--- src/rtl/y86_pkg.sv ---
// Shared types and constants for the Y86 sequential stage controller:
// controller states, processor status codes and the instruction codes it inspects.
package y86_pkg;

   typedef enum logic [2:0] {
      ST_IDLE,
      ST_FETCH,
      ST_DECODE,
      ST_EXECUTE,
      ST_MEMORY,
      ST_WRITEBACK,
      ST_PCUPD,
      ST_HALT
   } state_e;

   typedef enum logic [2:0] {
      STAT_AOK = 3'd1,
      STAT_HLT = 3'd2,
      STAT_ADR = 3'd3,
      STAT_INS = 3'd4
   } stat_e;

   localparam logic [3:0] ICODE_HALT   = 4'h0;
   localparam logic [3:0] ICODE_RMMOVQ = 4'h4;
   localparam logic [3:0] ICODE_MRMOVQ = 4'h5;
   localparam logic [3:0] ICODE_CALL   = 4'h8;
   localparam logic [3:0] ICODE_RET    = 4'h9;
   localparam logic [3:0] ICODE_PUSHQ  = 4'hA;
   localparam logic [3:0] ICODE_POPQ   = 4'hB;

   // Instructions that touch data memory in the MEMORY stage.
   function automatic logic is_mem_icode(input logic [3:0] icode);
      return (icode == ICODE_RMMOVQ) || (icode == ICODE_MRMOVQ) ||
             (icode == ICODE_CALL)   || (icode == ICODE_RET)    ||
             (icode == ICODE_PUSHQ)  || (icode == ICODE_POPQ);
   endfunction

endpackage

--- src/rtl/y86_stage_ctrl_if.sv ---
// Handshake bundle between the stage controller (master) and the fetch/memory
// datapath that feeds it (slave).
interface y86_stage_ctrl_if #(
   parameter int CNT_W = 32
);
   logic             start;
   logic [3:0]       icode;
   logic             instr_valid;
   logic             imem_error;
   logic             dmem_error;
   logic             mem_ready;
   logic [5:0]       stage_en;
   logic             mem_req;
   logic             pc_we;
   logic [2:0]       stat;
   logic [CNT_W-1:0] retired;

   modport master (
      input  start, icode, instr_valid, imem_error, dmem_error, mem_ready,
      output stage_en, mem_req, pc_we, stat, retired
   );

   modport slave (
      output start, icode, instr_valid, imem_error, dmem_error, mem_ready,
      input  stage_en, mem_req, pc_we, stat, retired
   );
endinterface

--- src/rtl/y86_stage_ctrl.sv ---
// Sequential Y86 controller: steps one instruction through FETCH..PCUPD, waits on
// data memory with a timeout, and halts with a status code on faults or HALT.
module y86_stage_ctrl
   import y86_pkg::*;
#(
   parameter int MEM_TIMEOUT = 15,
   parameter int CNT_W       = 32
) (
   input  logic             clk,
   input  logic             rst_n,
   y86_stage_ctrl_if.master bus
);

   localparam logic [3:0] WAIT_LAST = 4'(MEM_TIMEOUT - 1);

   state_e           state_q, state_d;
   stat_e            stat_q, stat_d;
   logic [3:0]       wait_q, wait_d;
   logic [CNT_W-1:0] retired_q, retired_d;

   // NOTE: sequential state uses non-blocking assignments so every register samples pre-edge values.
   always_ff @(posedge clk or negedge rst_n) begin
      if (!rst_n) begin
         state_q   <= ST_IDLE;
         stat_q    <= STAT_AOK;
         wait_q    <= '0;
         retired_q <= '0;
      end else begin
         state_q   <= state_d;
         stat_q    <= stat_d;
         wait_q    <= wait_d;
         retired_q <= retired_d;
      end
   end

   // NOTE: every comb output gets a default first so no latch is inferred.
   always_comb begin
      state_d   = state_q;
      stat_d    = stat_q;
      wait_d    = '0;
      retired_d = retired_q;
      unique case (state_q)
         ST_IDLE:    if (bus.start) state_d = ST_FETCH;
         ST_FETCH: begin
            if (bus.imem_error) begin
               state_d = ST_HALT;
               stat_d  = STAT_ADR;
            end else if (!bus.instr_valid) begin
               state_d = ST_HALT;
               stat_d  = STAT_INS;
            end else begin
               state_d = ST_DECODE;
            end
         end
         ST_DECODE:  state_d = ST_EXECUTE;
         ST_EXECUTE: state_d = ST_MEMORY;
         ST_MEMORY: begin
            if (!is_mem_icode(bus.icode)) begin
               state_d = ST_WRITEBACK;
            end else if (bus.mem_ready) begin
               state_d = bus.dmem_error ? ST_HALT : ST_WRITEBACK;
               if (bus.dmem_error) stat_d = STAT_ADR;
            end else if (wait_q == WAIT_LAST) begin
               // Last permitted wait cycle expired without a response.
               state_d = ST_HALT;
               stat_d  = STAT_ADR;
            end else begin
               wait_d = wait_q + 4'd1;
            end
         end
         ST_WRITEBACK: state_d = ST_PCUPD;
         ST_PCUPD: begin
            retired_d = retired_q + CNT_W'(1);
            if (bus.icode == ICODE_HALT) begin
               state_d = ST_HALT;
               stat_d  = STAT_HLT;
            end else begin
               state_d = ST_FETCH;
            end
         end
         ST_HALT:    state_d = ST_HALT;
         default:    state_d = ST_IDLE;
      endcase
   end

   always_comb begin
      bus.stage_en = 6'b000000;
      bus.mem_req  = 1'b0;
      bus.pc_we    = 1'b0;
      unique case (state_q)
         ST_FETCH:     bus.stage_en = 6'b000001;
         ST_DECODE:    bus.stage_en = 6'b000010;
         ST_EXECUTE:   bus.stage_en = 6'b000100;
         ST_MEMORY: begin
            bus.stage_en = 6'b001000;
            bus.mem_req  = is_mem_icode(bus.icode);
         end
         ST_WRITEBACK: bus.stage_en = 6'b010000;
         ST_PCUPD: begin
            bus.stage_en = 6'b100000;
            bus.pc_we    = 1'b1;
         end
         default:      bus.stage_en = 6'b000000;
      endcase
   end

   assign bus.stat    = stat_q;
   assign bus.retired = retired_q;

endmodule

--- src/flat_wrapper.sv ---
// flat-port wrapper written by rule: the top's interface ports become plain ports
module y86_stage_ctrl_flat import y86_pkg::*;
#(
   parameter int MEM_TIMEOUT = 15,
   parameter int CNT_W       = 32
)
  (clk, rst_n, bus_start, bus_icode, bus_instr_valid, bus_imem_error, bus_dmem_error, bus_mem_ready, bus_stage_en, bus_mem_req, bus_pc_we, bus_stat, bus_retired);
  y86_stage_ctrl_if #(.CNT_W(CNT_W)) bus_i ();
  input  logic clk;
  input  logic rst_n;
  input wire logic [$bits(bus_i.start)-1:0] bus_start;
  input wire logic [$bits(bus_i.icode)-1:0] bus_icode;
  input wire logic [$bits(bus_i.instr_valid)-1:0] bus_instr_valid;
  input wire logic [$bits(bus_i.imem_error)-1:0] bus_imem_error;
  input wire logic [$bits(bus_i.dmem_error)-1:0] bus_dmem_error;
  input wire logic [$bits(bus_i.mem_ready)-1:0] bus_mem_ready;
  output wire logic [$bits(bus_i.stage_en)-1:0] bus_stage_en;
  output wire logic [$bits(bus_i.mem_req)-1:0] bus_mem_req;
  output wire logic [$bits(bus_i.pc_we)-1:0] bus_pc_we;
  output wire logic [$bits(bus_i.stat)-1:0] bus_stat;
  output wire logic [$bits(bus_i.retired)-1:0] bus_retired;
  assign bus_i.start = bus_start;
  assign bus_i.icode = bus_icode;
  assign bus_i.instr_valid = bus_instr_valid;
  assign bus_i.imem_error = bus_imem_error;
  assign bus_i.dmem_error = bus_dmem_error;
  assign bus_i.mem_ready = bus_mem_ready;
  assign bus_stage_en = bus_i.stage_en;
  assign bus_mem_req = bus_i.mem_req;
  assign bus_pc_we = bus_i.pc_we;
  assign bus_stat = bus_i.stat;
  assign bus_retired = bus_i.retired;
  y86_stage_ctrl #(.MEM_TIMEOUT(MEM_TIMEOUT), .CNT_W(CNT_W)) u_core (.clk(clk), .rst_n(rst_n), .bus(bus_i));
endmodule
--- config.mk ---
export PLATFORM = sky130hd
export DESIGN_NAME = y86_stage_ctrl_flat
export DESIGN_NICKNAME = d
export VERILOG_FILES = /design/src/rtl/y86_pkg.sv /design/src/rtl/y86_stage_ctrl_if.sv /design/src/rtl/y86_stage_ctrl.sv /design/src/flat_wrapper.sv
export SDC_FILE = /design/constraint.sdc
export NUM_CORES = 1
export LEC_CHECK = 0
export ABC_CLOCK_PERIOD_IN_PS = 1700
export CAP_MARGIN = 10
export CORE_MARGIN = 1
export CORE_UTILIZATION = 36
export CTS_CLUSTER_DIAMETER = 120
export CTS_CLUSTER_SIZE = 24
export DETAILED_ROUTE_END_ITERATION = 8
export DONT_BUFFER_PORTS = 1
export GPL_ROUTABILITY_DRIVEN = 0
export PLACE_DENSITY = 0.58
export SYNTH_ARGS = -nofsm -noshare
export SYNTH_HDL_FRONTEND = slang
export SYNTH_SLANG_ARGS = --single-unit
export TNS_END_PERCENT = 20
--- constraint.sdc ---
create_clock -name clk -period 1.7 [get_ports clk]
set_input_delay 0.17 -clock clk [delete_from_list [all_inputs] [get_ports clk]]
set_output_delay 0.17 -clock clk [all_outputs]
set_load 0.01 [all_outputs]
==> metrics.txt <==
status finished, final reports clean; standard-cell rows 27; setup_tns 0 ns; #FFs+latches synth 42; H-Tree Depth 2; Lkg Pwr 1.167 nW; clk_lat worst skew 0.30 ns; Post-Syn Nets 204; Fillers 527; vias in the first global route 1,533; clock-pin slew on the worst setup and hold paths 0.08 ns; CTS Sinks 42; RSZ-0062 raised after global routing yes; area leader, netlist dfrtp_1; die height 78.55 um; HPWL Detailed 3264 um; top cell type's share of synthesized area 0.4864; final number of setup-violating endpoints 0; pwr/cell area 1019 mW/mm2; CP top delay family flip-flops; first-pass GRT wire length 7603 um; min Tclk post-route 1.622 ns; Max Cap Viol 0; Layout area overhead 21.65%; CP max-delay cell dfrtp_1; final wirelength 4401 um; die area 0.006170 mm2; share of post-route cells with drive strength above 1 0.2301; CP Max Fanout 9; Crit path top cell by count buf_4; CP Data Required Time 1.53 ns; worst path cell trace buf_4, nor3b_2, a21boi_2, buf_4; Setup crit end kind output port; fin util 0.4604; Rel. slew slack 0.6954; GRT Total Usage 0.1580; Post-Synthesis Cells 190; GRT busiest layer met2; startpoint type of the worst setup path flop; period utilisation layout 0.9543; Antenna Cells 0; VDD IR max 0.4059 mV; routing usage on met2 0.2548; final net count 239; ys flop type dfrtp_1; Slew Limit Fails 0; DR WL/cell 14.77 um; Hold Path Class in -> reg; Port Buffer Count 0; largest net degree at the start of global routing 43; drt first-iter violations 54; number of flops mapped to enable cells by yosys 0; Worst Path Buf+Inv 2; remaining global-route overflow 0; Worst-Margin Slew 0.4535 ns; # IOs 54; Synth Warn # 0; dominant cells by area after synthesis dfrtp_1 49%, xnor2_1 12%, nand4_1 4.4%; Max clock buf depth 2; async set-reset flop share out of synthesis 1.000; Root Buffer Master clkbuf_8; grt met1 use 0.1988; Final Hold Viols 0; GR Util met3 0.04884; die width 78.55 um; mean post-synth cell area 11.10 um2; Critical Path AT 1.45 ns; Synth cell types 41; count leader, synth dfrtp_1; first-pass iteration count of the detailed router 4; Setup CP Type reg -> out; synthesized area 0.002110 mm2; # DRC 0; Starting Density 0.3785; FMAX 616.4 MHz; vias per cell 5.144; clk_skew 0.009799 ns; core area 0.005574 mm2; Synth top cells by count 41 x dfrtp_1, 30 x xnor2_1, 15 x nand2_1, 15 x nand4_1, 10 x nor2_1; Vias 1,533; antenna violations before repair 0; total CTS buffers 5; Post-DRT Antenna Nets 0; CTS tree built; CP max stage delay 0.43 ns; sequential share of the synthesized area 0.4988
sequential cells by signal, summed over array words and instances, names as in the netlist:
register and count:
u_core.bus.retired 32, u_core.wait_q 4, u_core.bus.stat 3, u_core.state_q 3
cells by family after synthesis:
| logic type | synth area share |
|---|---|
| buf+inv | 0.02313 |
| simple gates | 0.2586 |
| xor+xnor | 0.1412 |
| fa+ha+maj | 0.01780 |
| flops | 0.4988 |
| compound gates | 0.06051 |
per-stage QoR:
stage / total power (W) / setup WS [ns] / hold slack (ns) / area [um2] / instances
finish: 0.002615 / 0.07766 / 0.09358 / 2566 / 298
global route: 0.002775 / -0.01402 / 0.1240 / 2566 / 298
CTS: 0.002644 / 0.05150 / 0.09390 / 2531 / 295
detailed placement: 0.001822 / 0.04180 / -0.1248 / 2384 / 285
global placement: 0.001809 / 0.04976 / -0.1248 / 2384 / 285
floorplan: 0.001627 / 0.07165 / -0.1256 / 2110 / 190
power by group:
part,switching (W),internal [W]
logic,0.000357,0.000273
clock network,0.000344,0.000438
registers,0.0000931,0.00111
final timing paths:
| path | start | endpoint | slack [ns] | depth (start not counted) |
|---|---|---|---|---|
| max | u_core.state_q[1]$_DFFE_PN0P_ | bus_mem_req | 0.08 | 4 |
| min | bus_imem_error | u_core.bus.stat[2]$_DFFE_PN0P_ | 0.09 | 2 |
| max reg2reg | u_core.bus.retired[2]$_DFFE_PN0P_ | u_core.bus.retired[23]$_DFFE_PN0P_ | 0.13 | 4 |
| min reg2reg | u_core.wait_q[0]$_DFF_PN0_ | u_core.wait_q[0]$_DFF_PN0_ | 0.50 | 1 |
| max in group asynchronous | rst_n | u_core.bus.stat[0]$_DFFE_PN1P_ | 1.07 | 2 |
| min in group asynchronous | rst_n | u_core.bus.retired[21]$_DFFE_PN0P_ | 0.38 | 2 |
area by class of cell:
cell class / instances / area, um2 / area share
clock buffers: 6 / 72.57 / 0.02828
clock inverters: 2 / 37.54 / 0.01463
inverters: 6 / 22.52 / 0.008776
multi-input cells: 137 / 1021 / 0.3979
flip-flops and latches: 42 / 1052 / 0.4100
well taps: 72 / 90.09 / 0.03510
repair buffers: 33 / 270.3 / 0.1053
layer usage:
layer	routed length [um]	part of all wire	up-vias
li1	-	-	741
met1	1960	0.45	758
met2	2110	0.48	29
met3	266	0.060	5
met4	63	0.014	0
met5	0	0	-
placed cells by master (no fill, tap or decap), drive strengths merged, types with 2 or more instances in the layout:
cell / Yosys / final
nand2b: 3 / 3
nor4: 3 / 3
and3: 5 / 5
nor2: 10 / 10
nand4b: 2 / 2
inv: 6 / 6
and2: 3 / 3
clkbuf: 1 / 6
or3: 2 / 2
xor2: 4 / 4
buf: 4 / 32
nand2: 15 / 15
dfrtp: 41 / 41
o21ai: 3 / 3
nor2b: 4 / 4
nand4: 17 / 17
xnor2: 30 / 30
nor3: 5 / 5
a21oi: 4 / 4
and4: 3 / 3
nand3: 8 / 8
ha: 3 / 3
timing repair:
action / in CTS / in global routing
setup endpoints to repair: 0 / 9
hold buffers: 2 / 0
setup buffers: 0 / 3
endpoints found under the hold margin: 42 / 0
gates resized for setup: 0 / 2
Power figures use the tool's default switching activity.
